File: src/rtl/uart_rx_os.sv
// -----------------------------------------------------------------------------
// uart_rx_os -- 16x oversampling UART receiver (8N1 by default)
//
// Deserialises asynchronous serial frames (start, DATA_BITS data LSB first,
// optional even parity, one stop bit). Each bit is sampled three times around
// its centre and decided by majority vote. Received bytes are presented
// through a one-entry holding register with a valid/ready handshake.
//
// Optional feature macro: UART_RX_PARITY_EN
//   defined   -> an even-parity bit follows the data bits; adds port parity_err
//   undefined -> plain 8N1 framing, no parity_err port
//
// Parameters:
//   DIV        clk cycles per 1/16 bit time (2..65535)
//   DATA_BITS  data bits per frame (5..8)
//
// Ports:
//   clk         system clock
//   rst         asynchronous active-high reset
//   rx          serial input, idles high, asynchronous to clk
//   dout        received byte, stable while dout_valid=1
//   dout_valid  holding register full
//   dout_ready  consumer accept (transfer when dout_valid && dout_ready)
//   frame_err   stop bit sampled low for the byte in dout
//   overrun     sticky: a completed frame was dropped (holding register full)
//   err_clr     synchronous clear of overrun
//   rx_busy     frame reception in progress
//   parity_err  (UART_RX_PARITY_EN only) parity mismatch for the byte in dout
// -----------------------------------------------------------------------------
module uart_rx_os #(
    parameter int DIV       = 54,
    parameter int DATA_BITS = 8
) (
    input  logic                 clk,
    input  logic                 rst,
    input  logic                 rx,
    output logic [DATA_BITS-1:0] dout,
    output logic                 dout_valid,
    input  logic                 dout_ready,
    output logic                 frame_err,
    output logic                 overrun,
    input  logic                 err_clr,
    output logic                 rx_busy
`ifdef UART_RX_PARITY_EN
    ,
    output logic                 parity_err
`endif
);

    localparam logic [15:0] DIV_M1   = 16'(DIV - 1);
    localparam logic [2:0]  LAST_BIT = 3'(DATA_BITS - 1);

    typedef enum logic [2:0] {
        IDLE,
        START,
        DATA,
`ifdef UART_RX_PARITY_EN
        PARITY,
`endif
        STOP
    } state_t;

    state_t state_reg;
    state_t state_next;

    // ------------------------------------------------------------------
    // Input synchroniser and falling-edge detector
    // ------------------------------------------------------------------
    logic rx_meta_reg;
    logic rx_s_reg;
    logic rx_prev_reg;
    logic start_edge;

    always_ff @(posedge clk or posedge rst) begin
        if (rst) begin
            rx_meta_reg <= 1'b1;
            rx_s_reg    <= 1'b1;
            rx_prev_reg <= 1'b1;
        end else begin
            rx_meta_reg <= rx;
            rx_s_reg    <= rx_meta_reg;
            rx_prev_reg <= rx_s_reg;
        end
    end

    // Needs a prior high, so a line held low (break) fires only once.
    assign start_edge = rx_prev_reg & ~rx_s_reg;

    // ------------------------------------------------------------------
    // Oversample tick and sample counter
    // ------------------------------------------------------------------
    logic [15:0] tick_cnt_reg;
    logic [3:0]  sample_cnt_reg;
    logic        os_tick;
    logic        start_go;
    logic        at_cnt9;
    logic        at_cnt15;

    assign os_tick  = (tick_cnt_reg == DIV_M1);
    assign start_go = (state_reg == IDLE) && start_edge;
    assign at_cnt9  = os_tick && (sample_cnt_reg == 4'd9);
    assign at_cnt15 = os_tick && (sample_cnt_reg == 4'd15);

    always_ff @(posedge clk or posedge rst) begin
        if (rst) begin
            tick_cnt_reg   <= '0;
            sample_cnt_reg <= '0;
        end else begin
            // Restarting on the start edge aligns the sampling phase to it.
            if (start_go || os_tick) begin
                tick_cnt_reg <= '0;
            end else begin
                tick_cnt_reg <= tick_cnt_reg + 16'd1;
            end

            if (start_go) begin
                sample_cnt_reg <= '0;
            end else if (os_tick) begin
                sample_cnt_reg <= sample_cnt_reg + 4'd1;
            end
        end
    end

    // ------------------------------------------------------------------
    // Three-point majority vote: samples at counts 7 and 8 are held,
    // the count-9 sample is the live synchronised input.
    // ------------------------------------------------------------------
    logic samp7_reg;
    logic samp8_reg;
    logic maj;

    always_ff @(posedge clk or posedge rst) begin
        if (rst) begin
            samp7_reg <= 1'b1;
            samp8_reg <= 1'b1;
        end else if (os_tick) begin
            if (sample_cnt_reg == 4'd7) begin
                samp7_reg <= rx_s_reg;
            end
            if (sample_cnt_reg == 4'd8) begin
                samp8_reg <= rx_s_reg;
            end
        end
    end

    assign maj = (samp7_reg & samp8_reg) | (samp7_reg & rx_s_reg) | (samp8_reg & rx_s_reg);

    // ------------------------------------------------------------------
    // Frame FSM
    // ------------------------------------------------------------------
    logic [2:0] bit_idx_reg;

    always_ff @(posedge clk or posedge rst) begin
        if (rst) begin
            state_reg <= IDLE;
        end else begin
            state_reg <= state_next;
        end
    end

    always_comb begin
        state_next = state_reg;
        case (state_reg)
            IDLE: begin
                if (start_edge) begin
                    state_next = START;
                end
            end
            START: begin
                if (at_cnt9 && maj) begin
                    state_next = IDLE;              // false start (glitch)
                end else if (at_cnt15) begin
                    state_next = DATA;
                end
            end
            DATA: begin
                if (at_cnt15 && (bit_idx_reg == LAST_BIT)) begin
`ifdef UART_RX_PARITY_EN
                    state_next = PARITY;
`else
                    state_next = STOP;
`endif
                end
            end
`ifdef UART_RX_PARITY_EN
            PARITY: begin
                if (at_cnt15) begin
                    state_next = STOP;
                end
            end
`endif
            STOP: begin
                // Leave mid stop bit so a back-to-back start edge is not missed.
                if (at_cnt9) begin
                    state_next = IDLE;
                end
            end
            default: state_next = IDLE;
        endcase
    end

    assign rx_busy = (state_reg != IDLE);

    // ------------------------------------------------------------------
    // Data path: bit index, shift register, stop/parity capture
    // ------------------------------------------------------------------
    logic [DATA_BITS-1:0] shift_reg;
    logic [DATA_BITS-1:0] shift_next;
    logic                 frame_done_reg;
    logic                 stop_bit_reg;

    // LSB-first: the newest bit enters at the top and moves down.
    genvar gi;
    generate
        for (gi = 0; gi < DATA_BITS; gi++) begin : g_shift
            if (gi == DATA_BITS - 1) begin : g_top
                assign shift_next[gi] = maj;
            end else begin : g_low
                assign shift_next[gi] = shift_reg[gi+1];
            end
        end
    endgenerate

    always_ff @(posedge clk or posedge rst) begin
        if (rst) begin
            bit_idx_reg    <= '0;
            shift_reg      <= '0;
            frame_done_reg <= 1'b0;
            stop_bit_reg   <= 1'b1;
        end else begin
            if (start_go || ((state_reg == START) && at_cnt15)) begin
                bit_idx_reg <= '0;
            end else if ((state_reg == DATA) && at_cnt15) begin
                bit_idx_reg <= bit_idx_reg + 3'd1;
            end

            if ((state_reg == DATA) && at_cnt9) begin
                shift_reg <= shift_next;
            end

            // Completion is registered, so the holding register loads one
            // clk after the FSM has already returned to IDLE.
            frame_done_reg <= (state_reg == STOP) && at_cnt9;
            if ((state_reg == STOP) && at_cnt9) begin
                stop_bit_reg <= maj;
            end
        end
    end

`ifdef UART_RX_PARITY_EN
    logic parity_bit_reg;

    always_ff @(posedge clk or posedge rst) begin
        if (rst) begin
            parity_bit_reg <= 1'b0;
        end else if ((state_reg == PARITY) && at_cnt9) begin
            parity_bit_reg <= maj;
        end
    end
`endif

    // ------------------------------------------------------------------
    // Holding register and handshake
    // ------------------------------------------------------------------
    logic [DATA_BITS-1:0] dout_reg;
    logic                 dout_valid_reg;
    logic                 frame_err_reg;
    logic                 overrun_reg;
    logic                 load_ok;
    logic                 drop;

    // A same-edge accept frees the register, so the new byte still loads.
    assign load_ok = frame_done_reg && (!dout_valid_reg || dout_ready);
    assign drop    = frame_done_reg && dout_valid_reg && !dout_ready;

    always_ff @(posedge clk or posedge rst) begin
        if (rst) begin
            dout_reg       <= '0;
            dout_valid_reg <= 1'b0;
            frame_err_reg  <= 1'b0;
            overrun_reg    <= 1'b0;
        end else begin
            if (load_ok) begin
                dout_reg       <= shift_reg;
                frame_err_reg  <= ~stop_bit_reg;
                dout_valid_reg <= 1'b1;
            end else if (dout_valid_reg && dout_ready) begin
                dout_valid_reg <= 1'b0;
            end

            // A new drop wins over a coincident clear.
            if (drop) begin
                overrun_reg <= 1'b1;
            end else if (err_clr) begin
                overrun_reg <= 1'b0;
            end
        end
    end

`ifdef UART_RX_PARITY_EN
    logic parity_err_reg;

    always_ff @(posedge clk or posedge rst) begin
        if (rst) begin
            parity_err_reg <= 1'b0;
        end else if (load_ok) begin
            // Even parity: data bits plus parity bit must XOR to zero.
            parity_err_reg <= (^shift_reg) ^ parity_bit_reg;
        end
    end

    assign parity_err = parity_err_reg;
`endif

    assign dout       = dout_reg;
    assign dout_valid = dout_valid_reg;
    assign frame_err  = frame_err_reg;
    assign overrun    = overrun_reg;

endmodule

File: config.mk
export PLATFORM = sky130hd
export DESIGN_NAME = uart_rx_os
export DESIGN_NICKNAME = d
export VERILOG_FILES = /design/src/rtl/uart_rx_os.sv
export SDC_FILE = /design/constraint.sdc
export NUM_CORES = 1
export LEC_CHECK = 0
export BUFFER_PORTS_ARGS = -buffer_cell sky130_fd_sc_hd__buf_2
export CAP_MARGIN = 20
export CORE_MARGIN = 2
export CORE_UTILIZATION = 53
export DETAILED_ROUTE_END_ITERATION = 8
export HOLD_SLACK_MARGIN = 0.15
export PLACE_DENSITY = 0.76
export SLEW_MARGIN = 40
export SYNTH_ARGS = -nofsm -noshare
export SYNTH_HDL_FRONTEND = slang
export SYNTH_SLANG_ARGS = --single-unit
File: constraint.sdc
create_clock -name clk -period 2.5 [get_ports clk]
set_input_delay 0.125 -clock clk [delete_from_list [all_inputs] [get_ports clk]]
set_output_delay 0.125 -clock clk [all_outputs]
set_load 0.005 [all_outputs]
==> results of run 1 <==
[power groups by stage]
stage	registers, mW	clock network (mW)	logic (mW)
2_1_floorplan	0.988	0	0.218
3_3_place_gp	0.993	0	0.295
3_5_place_dp	0.993	0	0.305
4_1_cts	0.978	0.511	0.312
5_1_grt	0.994	0.542	0.348
6_report	0.979	0.492	0.307
[metal layers]
metal / routed length [um] / global-route usage
met2: 1830 / 0.280
met3: 127 / 0.0470
met1: 1670 / 0.204
met5: 0 / 0
met4: 79 / 0.0818
[final cells by class]
class                   instances  area, um^2
inverters                       9        33.8
multi-input cells             133        1010
clock inverters                 3        26.3
fillers                       360        1670
well taps                      52        65.1
clock buffers                   5        68.8
repair buffers                 26         165
flip-flops and latches         51        1280
[logic make-up after synthesis]
| group | Yosys count | share of synthesized area |
|---|---|---|
| flip-flops | 51 | 0.541 |
| AND/OR/NAND/NOR | 75 | 0.178 |
| AO/OA/AOI/OAI | 13 | 0.0369 |
| adder cells (fa/ha/maj) | 8 | 0.0412 |
| multiplexers | 20 | 0.107 |
| XOR/XNOR | 17 | 0.0628 |
| buffers and inverters | 15 | 0.0322 |
[synth_stat cells]
cell type  instances
or4_1              1
xor2_1            14
mux2_4             8
xnor2_1            3
dfstp_2            6
nand2b_1           2
a21oi_1            3
mux2_2             3
o21ai_0            1
buf_2              3
nor4_4             1
nand3_1            9
maj3_1             1
nor2_2             1
o32ai_2            1
nand4_1            8
or4_2              1
or4_4              1
or4b_4             1
and3_1             3
o22ai_1            1
ha_1               7
and4_1             2
a31oi_1            2
dfrtp_1           45
nand4b_1           1
mux2_1             8
nor2b_1            4
inv_1              9
mux2i_1            1
nand3_4            1
o211ai_1           3
o21ai_1            2
nor2b_4            1
clkbuf_1           2
nand2_1           12
nor2_1            25
and2_1             1
buf_12             1
[metrics by stage]
stage / hold slack (ns) / power [mW]
finish: 0.366 / 1.78
global route: 0.374 / 1.88
CTS: 0.369 / 1.80
detailed placement: 0.209 / 1.30
global placement: 0.201 / 1.29
floorplan: 0.129 / 1.21
[what timing repair did]
item	CTS	global route
hold buffers	4	0
endpoints found under the hold margin	26	0
buffers inserted	0	0
gates resized for setup	0	0
[worst max-delay path: cells and delay by family (launching register included)]
kind            cells  cell delay, ns
simple gates        3            1.03
fa+ha+maj           1            0.13
compound gates      2            0.42
flops               1            0.38
buf+inv             2            0.29
[worst paths after layout]
| check | start | endpoint |
|---|---|---|
| max in group asynchronous | rst | samp7_reg |
| max reg2reg | tick_cnt_reg[1] | bit_idx_reg[1] |
| min | rx_meta_reg | rx_s_reg |
| max | tick_cnt_reg[1] | bit_idx_reg[1] |
| min reg2reg | rx_meta_reg | rx_s_reg |
| min in group asynchronous | rst | dout[7] |
==> results.cfg, run 1 <==
[hold_path]
holdPathStages = 0
min_path_type = register to register

[power]
vdd_drop_max_v = 0.000501
p_comb_frac = 0.172
internal-power_mw = 1.25
power.switching_mw = 0.525
pwr-share-clk = 0.277
p_leak_nw = 1.29
p_seq_frac = 0.551
power.density_nw_per_um2 = 670
switching_share = 0.295

[die]
rows = 24
die-area_um2 = 5020
io_pins = 17
die_y_um = 70.9
die_x_um = 70.9
start_util = 0.548
core_region_area_um2 = 4320

[drt]
wl_um = 3710
ant_nets = 0
vias_per_cell = 5.38
vias = 1502
routedWlPerCell_um = 13.3
drtIter0Drc = 110
drc = 0
first_pass_iters = 4

[finish]
final_util = 0.614
largest_reg_flops = 16
fin_cells = 279
postLayoutCellArea_um2 = 2650
layout.nets = 238
layout-drive-gt1-share = 0.247
final_common_cell = dfrtp_1
final_cell_mix = dfrtp_1 (45), nor2_1 (25), buf_2 (16), xor2_1 (14), nand2_1 (12)
num_antenna_cells = 0
syn_to_final_growth_pct = 11.9

[run]
max-cap-violations = 0

[worst_setup_path]
start_kind = register
crit_required_ns = 2.68
worstPathCellList = inv_1, ha_1, or4b_4, nor4_4, buf_4, nand4_1, a21oi_1, o211ai_1
critPathSlowestCell = or4b_4
r2r_setup_slack_ns = 0.13
critPathKind = register to register
critPathMaxStageDelay_ns = 0.47
worstPathArrival_ns = 2.55
worstPathMaxFanout = 9
cp-end-kind = register
reg2regPathDepth = 8

[global_routing]
overflow = 0
track_usage = 0.169
grt_pass1_wl_um = 6630
grt_max_degree = 28
grt_pass1_vias = 1522
antenna_found_initial = 0

[clock_network]
cts_max_level = 2
cts_buffer_depth = 2
cts_buffers = 5
cts-root-buf = clkbuf_8
clock_latency_ns = 0.31
clkTransAtPathRegs_ns = 0.09
cts_tree = yes
clock_sinks = 51

[logic_synthesis]
synth.distinct_cells = 39
syn_area_per_cell_um2 = 11.9
yosysTopAreaCellShare = 0.475
yosysWarnings = 0
ys_top_cells_by_area = dfrtp_1 (47%), dfstp_2 (6.6%), xor2_1 (5.2%)
synth_nets = 211
ys_ff_latch = 51
netlist_instances = 199
yosysSeqAreaShare = 0.541
synth_area_um2 = 2370
yosysTopAreaCell = dfrtp_1

[timing]
grt_setup_unrepaired = no
slew_headroom = 0.627
setup_violations = 0
fin_ws_ns = 0.134
fin_crit_ns = 2.37
clock_skew_ns = 0.0136
slew_viol_final = 0
fmax_mhz = 423
period_share = 0.946
finalHoldViolCount = 0
tns_ns = 0
worst_slew_pin_slew_ns = 0.558

[place]
portBuffers = 16
dpl.cell_count = 267
gp_congestion = 0.842
place_area_um2 = 2520
place_ws_ns = 0.164
dp_hpwl_um = 2670

[status]
outcome = finished, final reports clean
Power figures use the tool's default switching activity.
==> run 2: changes to the inputs <==
--- a/config.mk
+++ b/config.mk
@@ -10,7 +10,7 @@
 export CORE_MARGIN = 2
 export CORE_UTILIZATION = 53
 export DETAILED_ROUTE_END_ITERATION = 8
-export HOLD_SLACK_MARGIN = 0.15
+export HOLD_SLACK_MARGIN = 0.08
 export PLACE_DENSITY = 0.76
 export SLEW_MARGIN = 40
 export SYNTH_ARGS = -nofsm -noshare
==> constraint.sdc (replaced) <==
create_clock -name clk -period 2.5 [get_ports clk]
set_input_delay 0.25 -clock clk [delete_from_list [all_inputs] [get_ports clk]]
set_output_delay 0.25 -clock clk [all_outputs]
set_load 0.005 [all_outputs]
==> run 2 against run 1 <==
Effect of this change: first-iteration DRC count grew 11%; clock power shrank 1%; clock-buffer cell count is the same; clock skew shrank 0.0029 ns; worst hold slack lost 0.25 ns; maximum frequency grew 2.8%; critical endpoint is now bit_idx_reg[2]; largest power group unchanged; highest routed layer unchanged.
==> results.cfg, run 2 (synthesis results as in run 1) <==
[clock_network]
cts_max_level = 2
cts_buffers = 5
cts_buffer_depth = 2
cts-root-buf = clkbuf_8
cts_resized = 0
clock_latency_ns = 0.31
clock_sinks = 51
clkTransAtPathRegs_ns = 0.09
cts_tree = yes

[worst_setup_path]
start_kind = register
worstPathMaxFanout = 9
reg2regPathDepth = 8
r2r-end = bit_idx_reg[2]
worstPathArrival_ns = 2.52
r2r_setup_slack_ns = 0.20
reg2reg_from = tick_cnt_reg[1]
critPathKind = register to register
cp-startpoint = tick_cnt_reg[1]
crit_required_ns = 2.72
cp-end-kind = register
crit_end = bit_idx_reg[2]

[place]
portBuffers = 16
gp_congestion = 0.853
place_area_um2 = 2520
dp_hpwl_um = 2830
dpl.cell_count = 267

[timing]
fmax_mhz = 435
slew_headroom = 0.588
grt_setup_unrepaired = no
period_share = 0.920
hold_ws_ns = 0.114
tns_ns = 0
fin_crit_ns = 2.30
slew_viol_final = 0
worst_slew_pin_slew_ns = 0.617
clock_skew_ns = 0.0107
setup_violations = 0
finalHoldViolCount = 0

[finish]
final_util = 0.609
layout.nets = 236
fin_cells = 277
n_fill_cell = 374
largest_reg_flops = 16
final_common_cell = dfrtp_1
postLayoutCellArea_um2 = 2630
final_cell_mix = dfrtp_1 (45), nor2_1 (25), buf_2 (16), xor2_1 (14), nand2_1 (12)
num_antenna_cells = 0
syn_to_final_growth_pct = 11.1
layout-drive-gt1-share = 0.249

[run]
max-cap-violations = 0

[hold_path]
holdPathStages = 2
min_path_type = input pin to register

[power]
p_leak_nw = 1.28
vdd_drop_max_v = 0.000460
power.density_nw_per_um2 = 671

[die]
die_x_um = 70.9
die_y_um = 70.9
io_pins = 17
core_region_area_um2 = 4320
die-area_um2 = 5020
rows = 24
start_util = 0.548

[drt]
ant_nets = 0
drc = 0
wl_um = 3880
vias_per_cell = 5.30
first_pass_iters = 4
drtIter0Drc = 122
vias = 1469
routedWlPerCell_um = 14.0

[status]
outcome = finished, final reports clean

[global_routing]
antenna_found_initial = 0
overflow = 0
grt_max_degree = 32
grt_pass1_wl_um = 7140
grt_pass1_vias = 1614
track_usage = 0.181
run 2: layer usage:
metal  track usage  part of all wire  up-vias
met2         0.310              0.52       24
met4        0.0650             0.014        0
met1         0.223              0.44      712
met3        0.0470             0.032        6
li1              -                 -      727
met5             0                 0        -
run 2: critical path, cell delays in order, from the launching register on:
cell,delay (ns)
dfrtp_1,0.38
inv_1,0.05
ha_1,0.12
or4b_4,0.46
nor4_4,0.34
buf_4,0.22
and4_1,0.30
a31oi_1,0.12
o32ai_2,0.21
run 2: timing repair:
item,in CTS,in global routing
endpoints found under the setup margin,0,0
hold endpoints to repair,26,0
hold buffers,2,0
buffers inserted,0,0
run 2: metrics by stage:
stage	total power, mW	setup WS [ns]
floorplan	1.21	0.0887
global placement	1.29	0.234
detailed placement	1.30	0.218
CTS	1.79	0.169
global route	1.89	0.0451
finish	1.77	0.200
run 2: layout make-up:
type | count | area, um^2 | area share
flip-flops and latches | 51 | 1280 | 0.487
multi-input cells | 133 | 1010 | 0.384
repair buffers | 24 | 145 | 0.0551
clock buffers | 5 | 68.8 | 0.0261
well taps | 52 | 65.1 | 0.0247
inverters | 9 | 33.8 | 0.0128
clock inverters | 3 | 26.3 | 0.00998
run 2: how the worst min path moves through the flow:
| stage | startpoint | endpoint | slack (ns) |
|---|---|---|---|
| after floorplan | rx | rx_meta_reg | 0.25 |
| after global placement | rx_meta_reg | rx_s_reg | 0.35 |
| after detailed placement | rx_meta_reg | rx_s_reg | 0.35 |
| after CTS | err_clr | overrun | 0.12 |
| final | err_clr | overrun | 0.11 |
| after global routing | err_clr | overrun | 0.12 |
run 2: power breakdown:
group,internal (mW),switching (mW)
Combinational,0.143,0.158
Sequential,0.900,0.0799
Clock,0.206,0.279
